## config.mk

```make
export PLATFORM = sky130hd
export DESIGN_NAME = instr_encoder
export DESIGN_NICKNAME = d
export VERILOG_FILES = /design/src/rtl/instr_encoder_pkg.sv /design/src/rtl/instr_encoder_pack.sv /design/src/rtl/instr_encoder.sv
export SDC_FILE = /design/constraint.sdc
export NUM_CORES = 1
export LEC_CHECK = 0
export ABC_AREA = 1
export BUFFER_PORTS_ARGS = -buffer_cell sky130_fd_sc_hd__buf_2
export CAP_MARGIN = 20
export CORE_MARGIN = 4
export CORE_UTILIZATION = 42
export CTS_CLUSTER_DIAMETER = 30
export DETAILED_ROUTE_END_ITERATION = 10
export GPL_TIMING_DRIVEN = 0
export PLACE_DENSITY = 0.81
export SKIP_CTS_REPAIR_TIMING = 1
export SLEW_MARGIN = 0
export SYNTH_ARGS = -nofsm -noshare
export SYNTH_HDL_FRONTEND = slang
export SYNTH_SLANG_ARGS = --single-unit
```

## constraint.sdc

```tcl
create_clock -name clock -period 1.97 [get_ports clock]
set_clock_uncertainty 0.05 [all_clocks]
set_input_delay 0.394 -clock clock [delete_from_list [all_inputs] [get_ports clock]]
set_output_delay 0.394 -clock clock [all_outputs]
set_load 0.02 [all_outputs]
```

## src/rtl/instr_encoder_pkg.sv

```systemverilog
// ISA definitions shared by the instruction encoder: mnemonic codes, opcodes,
// ALU op codes, field bit positions and the instruction format enum.
package instr_encoder_pkg;

  typedef enum logic [3:0] {
    M_ADD  = 4'd0,  M_SUB = 4'd1,  M_AND = 4'd2,  M_OR   = 4'd3,
    M_SLL  = 4'd4,  M_SRA = 4'd5,  M_ADDI = 4'd6, M_SW   = 4'd7,
    M_LW   = 4'd8,  M_J   = 4'd9,  M_BNE = 4'd10, M_JAL  = 4'd11,
    M_JR   = 4'd12, M_BLT = 4'd13, M_BEX = 4'd14, M_SETX = 4'd15
  } mnem_e;

  typedef enum logic [1:0] {FMT_R, FMT_I, FMT_JI, FMT_JII} fmt_e;

  localparam logic [4:0] OP_RTYPE = 5'b00000;
  localparam logic [4:0] OP_J     = 5'b00001;
  localparam logic [4:0] OP_BNE   = 5'b00010;
  localparam logic [4:0] OP_JAL   = 5'b00011;
  localparam logic [4:0] OP_JR    = 5'b00100;
  localparam logic [4:0] OP_ADDI  = 5'b00101;
  localparam logic [4:0] OP_BLT   = 5'b00110;
  localparam logic [4:0] OP_SW    = 5'b00111;
  localparam logic [4:0] OP_LW    = 5'b01000;
  localparam logic [4:0] OP_SETX  = 5'b10101;
  localparam logic [4:0] OP_BEX   = 5'b10110;

  localparam logic [4:0] ALU_ADD = 5'b00000;
  localparam logic [4:0] ALU_SUB = 5'b00001;
  localparam logic [4:0] ALU_AND = 5'b00010;
  localparam logic [4:0] ALU_OR  = 5'b00011;
  localparam logic [4:0] ALU_SLL = 5'b00100;
  localparam logic [4:0] ALU_SRA = 5'b00101;

  localparam int unsigned OPC_LSB   = 27;
  localparam int unsigned RD_LSB    = 22;
  localparam int unsigned RS_LSB    = 17;
  localparam int unsigned RT_LSB    = 12;
  localparam int unsigned SHAMT_LSB = 7;
  localparam int unsigned ALUOP_LSB = 2;

endpackage

```

## src/rtl/instr_encoder_pack.sv

```systemverilog
// instr_pack: combinational packer from mnemonic + operand fields to a 32-bit
// ISA word, plus a flag for I-type immediates that do not fit in 17 bits.
module instr_pack
  import instr_encoder_pkg::*;
(
  input  logic [3:0]  mnem_i,
  input  logic [4:0]  rd_i,
  input  logic [4:0]  rs_i,
  input  logic [4:0]  rt_i,
  input  logic [4:0]  shamt_i,
  input  logic [31:0] imm_i,
  input  logic [26:0] target_i,
  output logic [31:0] word_o,
  output logic        imm_oor_o
);

  fmt_e        fmt;
  logic [4:0]  opcode;
  logic [4:0]  aluop;
  logic        shift_op;
  logic        zero_tgt;

  always_comb begin
    fmt      = FMT_R;
    opcode   = OP_RTYPE;
    aluop    = ALU_ADD;
    shift_op = 1'b0;
    zero_tgt = 1'b0;
    unique case (mnem_e'(mnem_i))
      M_ADD:  aluop = ALU_ADD;
      M_SUB:  aluop = ALU_SUB;
      M_AND:  aluop = ALU_AND;
      M_OR:   aluop = ALU_OR;
      M_SLL:  begin aluop = ALU_SLL; shift_op = 1'b1; end
      M_SRA:  begin aluop = ALU_SRA; shift_op = 1'b1; end
      M_ADDI: begin fmt = FMT_I; opcode = OP_ADDI; end
      M_SW:   begin fmt = FMT_I; opcode = OP_SW; end
      M_LW:   begin fmt = FMT_I; opcode = OP_LW; end
      M_BNE:  begin fmt = FMT_I; opcode = OP_BNE; end
      M_BLT:  begin fmt = FMT_I; opcode = OP_BLT; end
      M_J:    begin fmt = FMT_JI; opcode = OP_J; end
      M_JAL:  begin fmt = FMT_JI; opcode = OP_JAL; end
      M_BEX:  begin fmt = FMT_JI; opcode = OP_BEX; zero_tgt = 1'b1; end
      M_SETX: begin fmt = FMT_JI; opcode = OP_SETX; end
      M_JR:   begin fmt = FMT_JII; opcode = OP_JR; end
      default: ;
    endcase
  end

  always_comb begin
    word_o = '0;
    word_o[OPC_LSB +: 5] = opcode;
    unique case (fmt)
      FMT_R: begin
        word_o[RD_LSB +: 5]    = rd_i;
        word_o[RS_LSB +: 5]    = rs_i;
        word_o[RT_LSB +: 5]    = shift_op ? 5'd0 : rt_i;
        word_o[SHAMT_LSB +: 5] = shift_op ? shamt_i : 5'd0;
        word_o[ALUOP_LSB +: 5] = aluop;
      end
      FMT_I: begin
        word_o[RD_LSB +: 5] = rd_i;
        word_o[RS_LSB +: 5] = rs_i;
        word_o[16:0]        = imm_i[16:0];
      end
      FMT_JI:  word_o[26:0] = zero_tgt ? 27'd0 : target_i;
      FMT_JII: word_o[RD_LSB +: 5] = rd_i;
      default: ;
    endcase
  end

  // A value fits in 17-bit two's complement iff bits [31:16] are all equal.
  assign imm_oor_o = (fmt == FMT_I) && !((&imm_i[31:16]) || !(|imm_i[31:16]));

endmodule

```

## src/rtl/instr_encoder.sv

```systemverilog
// instr_encoder: handshake front end that packs instructions and writes them
// to imem at an auto-incrementing address. Macro IMM_RANGE_CHECK_EN enables
// rejection of out-of-range I-type immediates with an err pulse.
module instr_encoder
  import instr_encoder_pkg::*;
#(
  parameter int ADDR_W = 12,
  parameter int DEPTH  = 4096
) (
  input  logic              clock,
  input  logic              reset,
  input  logic              flush,
  input  logic              in_valid,
  output logic              in_ready,
  input  logic [3:0]        mnem,
  input  logic [4:0]        rd,
  input  logic [4:0]        rs,
  input  logic [4:0]        rt,
  input  logic [4:0]        shamt,
  input  logic [31:0]       imm,
  input  logic [26:0]       target,
  output logic              imem_we,
  output logic [ADDR_W-1:0] imem_addr,
  output logic [31:0]       imem_data,
  output logic [ADDR_W:0]   count,
  output logic              full,
  output logic              err
);

`ifdef IMM_RANGE_CHECK_EN
  localparam bit RANGE_CHK = 1'b1;
`else
  localparam bit RANGE_CHK = 1'b0;
`endif

  localparam logic [ADDR_W:0] DEPTH_C = (ADDR_W+1)'(DEPTH);

  logic [31:0]       word;
  logic              imm_oor;
  logic              accept, reject;
  logic [ADDR_W:0]   count_inc;

  logic              we_q, we_d;
  logic [ADDR_W-1:0] addr_q, addr_d;
  logic [31:0]       data_q, data_d;
  logic [ADDR_W:0]   count_q, count_d;
  logic              full_q, full_d;
  logic              err_q, err_d;

  instr_pack u_pack (
    .mnem_i    (mnem),
    .rd_i      (rd),
    .rs_i      (rs),
    .rt_i      (rt),
    .shamt_i   (shamt),
    .imm_i     (imm),
    .target_i  (target),
    .word_o    (word),
    .imm_oor_o (imm_oor)
  );

  assign in_ready  = ~full_q;
  assign accept    = in_valid & in_ready;
  assign reject    = RANGE_CHK & imm_oor;
  assign count_inc = count_q + 1'b1;

  // Flush dominates: a word offered in the flush cycle is dropped.
  always_comb begin
    we_d    = 1'b0;
    err_d   = 1'b0;
    addr_d  = addr_q;
    data_d  = data_q;
    count_d = count_q;
    full_d  = full_q;
    if (flush) begin
      count_d = '0;
      full_d  = 1'b0;
    end else if (accept) begin
      if (reject) begin
        err_d = 1'b1;
      end else begin
        we_d   = 1'b1;
        addr_d = count_q[ADDR_W-1:0];
        data_d = word;
        if (count_q != DEPTH_C) count_d = count_inc;
        full_d = (count_inc == DEPTH_C);
      end
    end
  end

  always_ff @(posedge clock or posedge reset) begin
    if (reset) begin
      we_q    <= 1'b0;
      addr_q  <= '0;
      data_q  <= '0;
      count_q <= '0;
      full_q  <= 1'b0;
      err_q   <= 1'b0;
    end else begin
      we_q    <= we_d;
      addr_q  <= addr_d;
      data_q  <= data_d;
      count_q <= count_d;
      full_q  <= full_d;
      err_q   <= err_d;
    end
  end

  assign imem_we   = we_q;
  assign imem_addr = addr_q;
  assign imem_data = data_q;
  assign count     = count_q;
  assign full      = full_q;
  assign err       = err_q;

endmodule

```

==> flow_metrics.env <==
export IMPL_critPathSlowestCell="or2_2"
export IMPL_seq_area_frac_synth=0.4697
export IMPL_cts_path_max_buffers=2
export IMPL_period_share=0.9858
export IMPL_synth_edff_count=0
export IMPL_coreArea_mm2=0.007253
export IMPL_path_class="input pin to register"
export IMPL_port_buffers=131
export IMPL_drv_cap=0
export IMPL_yosys_warnings=0
export IMPL_grt_max_degree=40
export IMPL_crit_arrival_ns=2.10
export IMPL_startpoint="mnem[0]"
export IMPL_setup_ws_ns=0.02805
export IMPL_num_io_pins=148
export IMPL_antennaDiodeCount=0
export IMPL_r2r_end="count[10]"
export IMPL_synth_cells=386
export IMPL_routedWlPerCell_um=15.35
export IMPL_drc=0
export IMPL_netlist_area_mm2=0.003143
export IMPL_layout_commonest_cell="buf_2"
export IMPL_synthArstFlopShare=1.000
export IMPL_layout_common_cells="buf_2, nand2_1, dfrtp_1"
export IMPL_cts_root_buf="clkbuf_8"
export IMPL_power_density_mw_per_mm2=776.9
export IMPL_vdd_ir_drop_max_v=0.0003313
export IMPL_syn_avg_cell_area_um2=8.143
export IMPL_critPathTopFamily="simple AND/OR/NAND/NOR gates"
export IMPL_critPathLaunchType="input pin"
export IMPL_cp_end_kind="register"
export IMPL_dp_hpwl_um=7530
export IMPL_grt_pass1_wl_um=15780
export IMPL_p_total_mw=3.310
export IMPL_drt_iter0_drc=144
export IMPL_antenna_found_initial=0
export IMPL_firstDrtPassIters=5
export IMPL_gp_congestion=0.9581
export IMPL_worst_path_buf_inv=3
export IMPL_worst_pin_slew_ns=0.5339
export IMPL_syn_to_final_growth_pct=35.55
export IMPL_r2r_slack_ns=0.17
export IMPL_finalHoldViolations=0
export IMPL_crit_chain="clkbuf_4 > inv_1 > nand2_2 > nor3_1 > a31oi_1 > nand3_2 > inv_2 > ha_1 > or2_2 > a32oi_1 > o21ai_0"
export IMPL_crit_required_ns=2.13
export IMPL_critPathCapture="imem_data[18]"
export IMPL_ys_seq_elements=59
export IMPL_clk_latency_ns=0.33
export IMPL_reg2reg_from="full"
export IMPL_cts_buffers=9
export IMPL_grt_pass1_vias=3415
export IMPL_dp_cells=617
export IMPL_period_minus_slack_ns=1.942
export IMPL_final_max_slew_viol_count=0
export IMPL_stdcell_count=636
export IMPL_die_x_um=94.51
export IMPL_grt_overflow_total=0
export IMPL_nFillCells=714
export IMPL_cts_sinks=59
export IMPL_die_y_um=94.51
export IMPL_rows=31
export IMPL_antenna_left=0
export IMPL_status="finished clean"
export IMPL_num_vias=3369
export IMPL_slowest_delay_ns=0.38
export IMPL_cp_max_fo=7
export IMPL_layout_nets=627
export IMPL_fmax_ghz=0.5149
export IMPL_mappedNetlistNets=480
export IMPL_h_tree_depth=3
export IMPL_pre_cts_ws_ns=-0.5063
export IMPL_via_per_inst=5.297
export IMPL_grt_usage=0.2264
export IMPL_synth_cell_types=37
export IMPL_rsz0062_at_grt="yes"
export IMPL_reg2regPathDepth=5
export IMPL_p_leak_nw=2.189
export IMPL_start_util=0.4333
export IMPL_routed_wl_um=9760
export IMPL_finalSetupTns_ns=0
export IMPL_setup_violations=0
export IMPL_die_area_mm2=0.008931
export IMPL_clk_pin_slew_worst_paths_ns=0.07
export IMPL_synth_top_flop_cell="dfrtp_1"
export IMPL_cts_tree="yes"
export IMPL_drive_above_1_share=0.3520
export IMPL_cp_depth=11
export IMPL_hp_class="input pin to async pin"
export IMPL_relSlewSlack=0.6429
-- worst min path at each step --
stage	slack, ns	end	start	cells after the start
after floorplan	0.44	imem_data[30]	mnem[2]	1
after global placement	0.41	imem_data[28]	imem_data[28]	2
after detailed placement	0.39	imem_data[14]	reset	2
after CTS	0.02	imem_data[20]	reset	2
after global routing	0.05	imem_data[5]	reset	2
final	0.02	imem_data[20]	reset	2
-- worst reg2reg max path, cell delays in order (launching register included) --
cell and delay [ns]:
dfrtp_1 0.44, nor3_4 0.51, inv_4 0.15, a21oi_4 0.25, inv_1 0.16, o22ai_1 0.15
-- report_power, final --
part,internal (mW),switching (mW),leakage (nW),total (mW)
Clock,0.549,0.462,0.0953,1.01
Combinational,0.328,0.536,1.31,0.864
Sequential,1.34,0.0929,0.780,1.43
Total,2.22,1.09,2.19,3.31
-- synthesized netlist by cell type (2+ instances only) --
master	count	area, µm²
nor2_1	22	82.58
buf_2	5	25.02
inv_1	30	112.6
a22o_1	7	61.31
o21ai_1	16	80.08
a21oi_1	11	55.05
dfrtp_1	59	1476
o31ai_1	2	15.01
clkbuf_1	7	26.28
a2bb2oi_1	5	43.79
nor3_1	2	10.01
a31oi_1	3	18.77
a32oi_1	9	78.83
nand3_1	41	205.2
o21ai_0	29	145.1
ha_1	7	87.58
buf_4	2	15.01
nand2_1	100	375.4
nand4_1	4	25.02
inv_2	2	7.510
o22ai_1	5	31.28
buf_6	3	33.78
-- registers in the layout, summed over array words and instances, names as in the netlist --
register / flops
count: 13
imem_data: 32
imem_addr: 12
imem_we: 1
full: 1
-- kinds of logic (layout without fill, tap and decap cells) --
group / count (synthesis) / count (layout) / synth area share
and+or+nand+nor: 174 / 174 / 0.2397
adders and majority gates: 7 / 7 / 0.02786
other: 1 / 1 / 0.001193
xor gates and xnor gates: 1 / 1 / 0.002787
DFF: 59 / 59 / 0.4697
buffers and inverters: 51 / 202 / 0.07325
AOI/OAI and AO/OA: 93 / 93 / 0.1855
-- final cells by class --
class	count	area, µm²	area share
Multi-Input combinational cell	276	1509	0.3542
Buffer	17	128.9	0.03025
Clock buffer	13	168.9	0.03965
Timing Repair Buffer	137	713.2	0.1674
Inverter	33	130.1	0.03054
Tap cell	99	123.9	0.02907
Clock inverter	2	10.01	0.002349
Sequential cell	59	1476	0.3465
-- routing by layer --
layer | wire length, µm | part of all wire | up-vias | track usage
met4 | 240 | 0.025 | 0 | 0.08293
li1 | - | - | 1605 | -
met2 | 4849 | 0.50 | 152 | 0.3918
met3 | 752 | 0.077 | 19 | 0.05578
met1 | 3917 | 0.40 | 1593 | 0.2727
met5 | 0 | 0 | - | 0
-- stage by stage --
step / hold WS (ns) / area, µm² / util
after floorplan: 0.4435 / 3147 / -
after global placement: 0.4121 / 3926 / 0.5413
after detailed placement: 0.3945 / 3946 / 0.5441
after CTS: 0.02081 / 4125 / 0.5687
after global routing: 0.04550 / 4260 / 0.5874
final: 0.01885 / 4260 / 0.5874
Power figures use the tool's default switching activity.
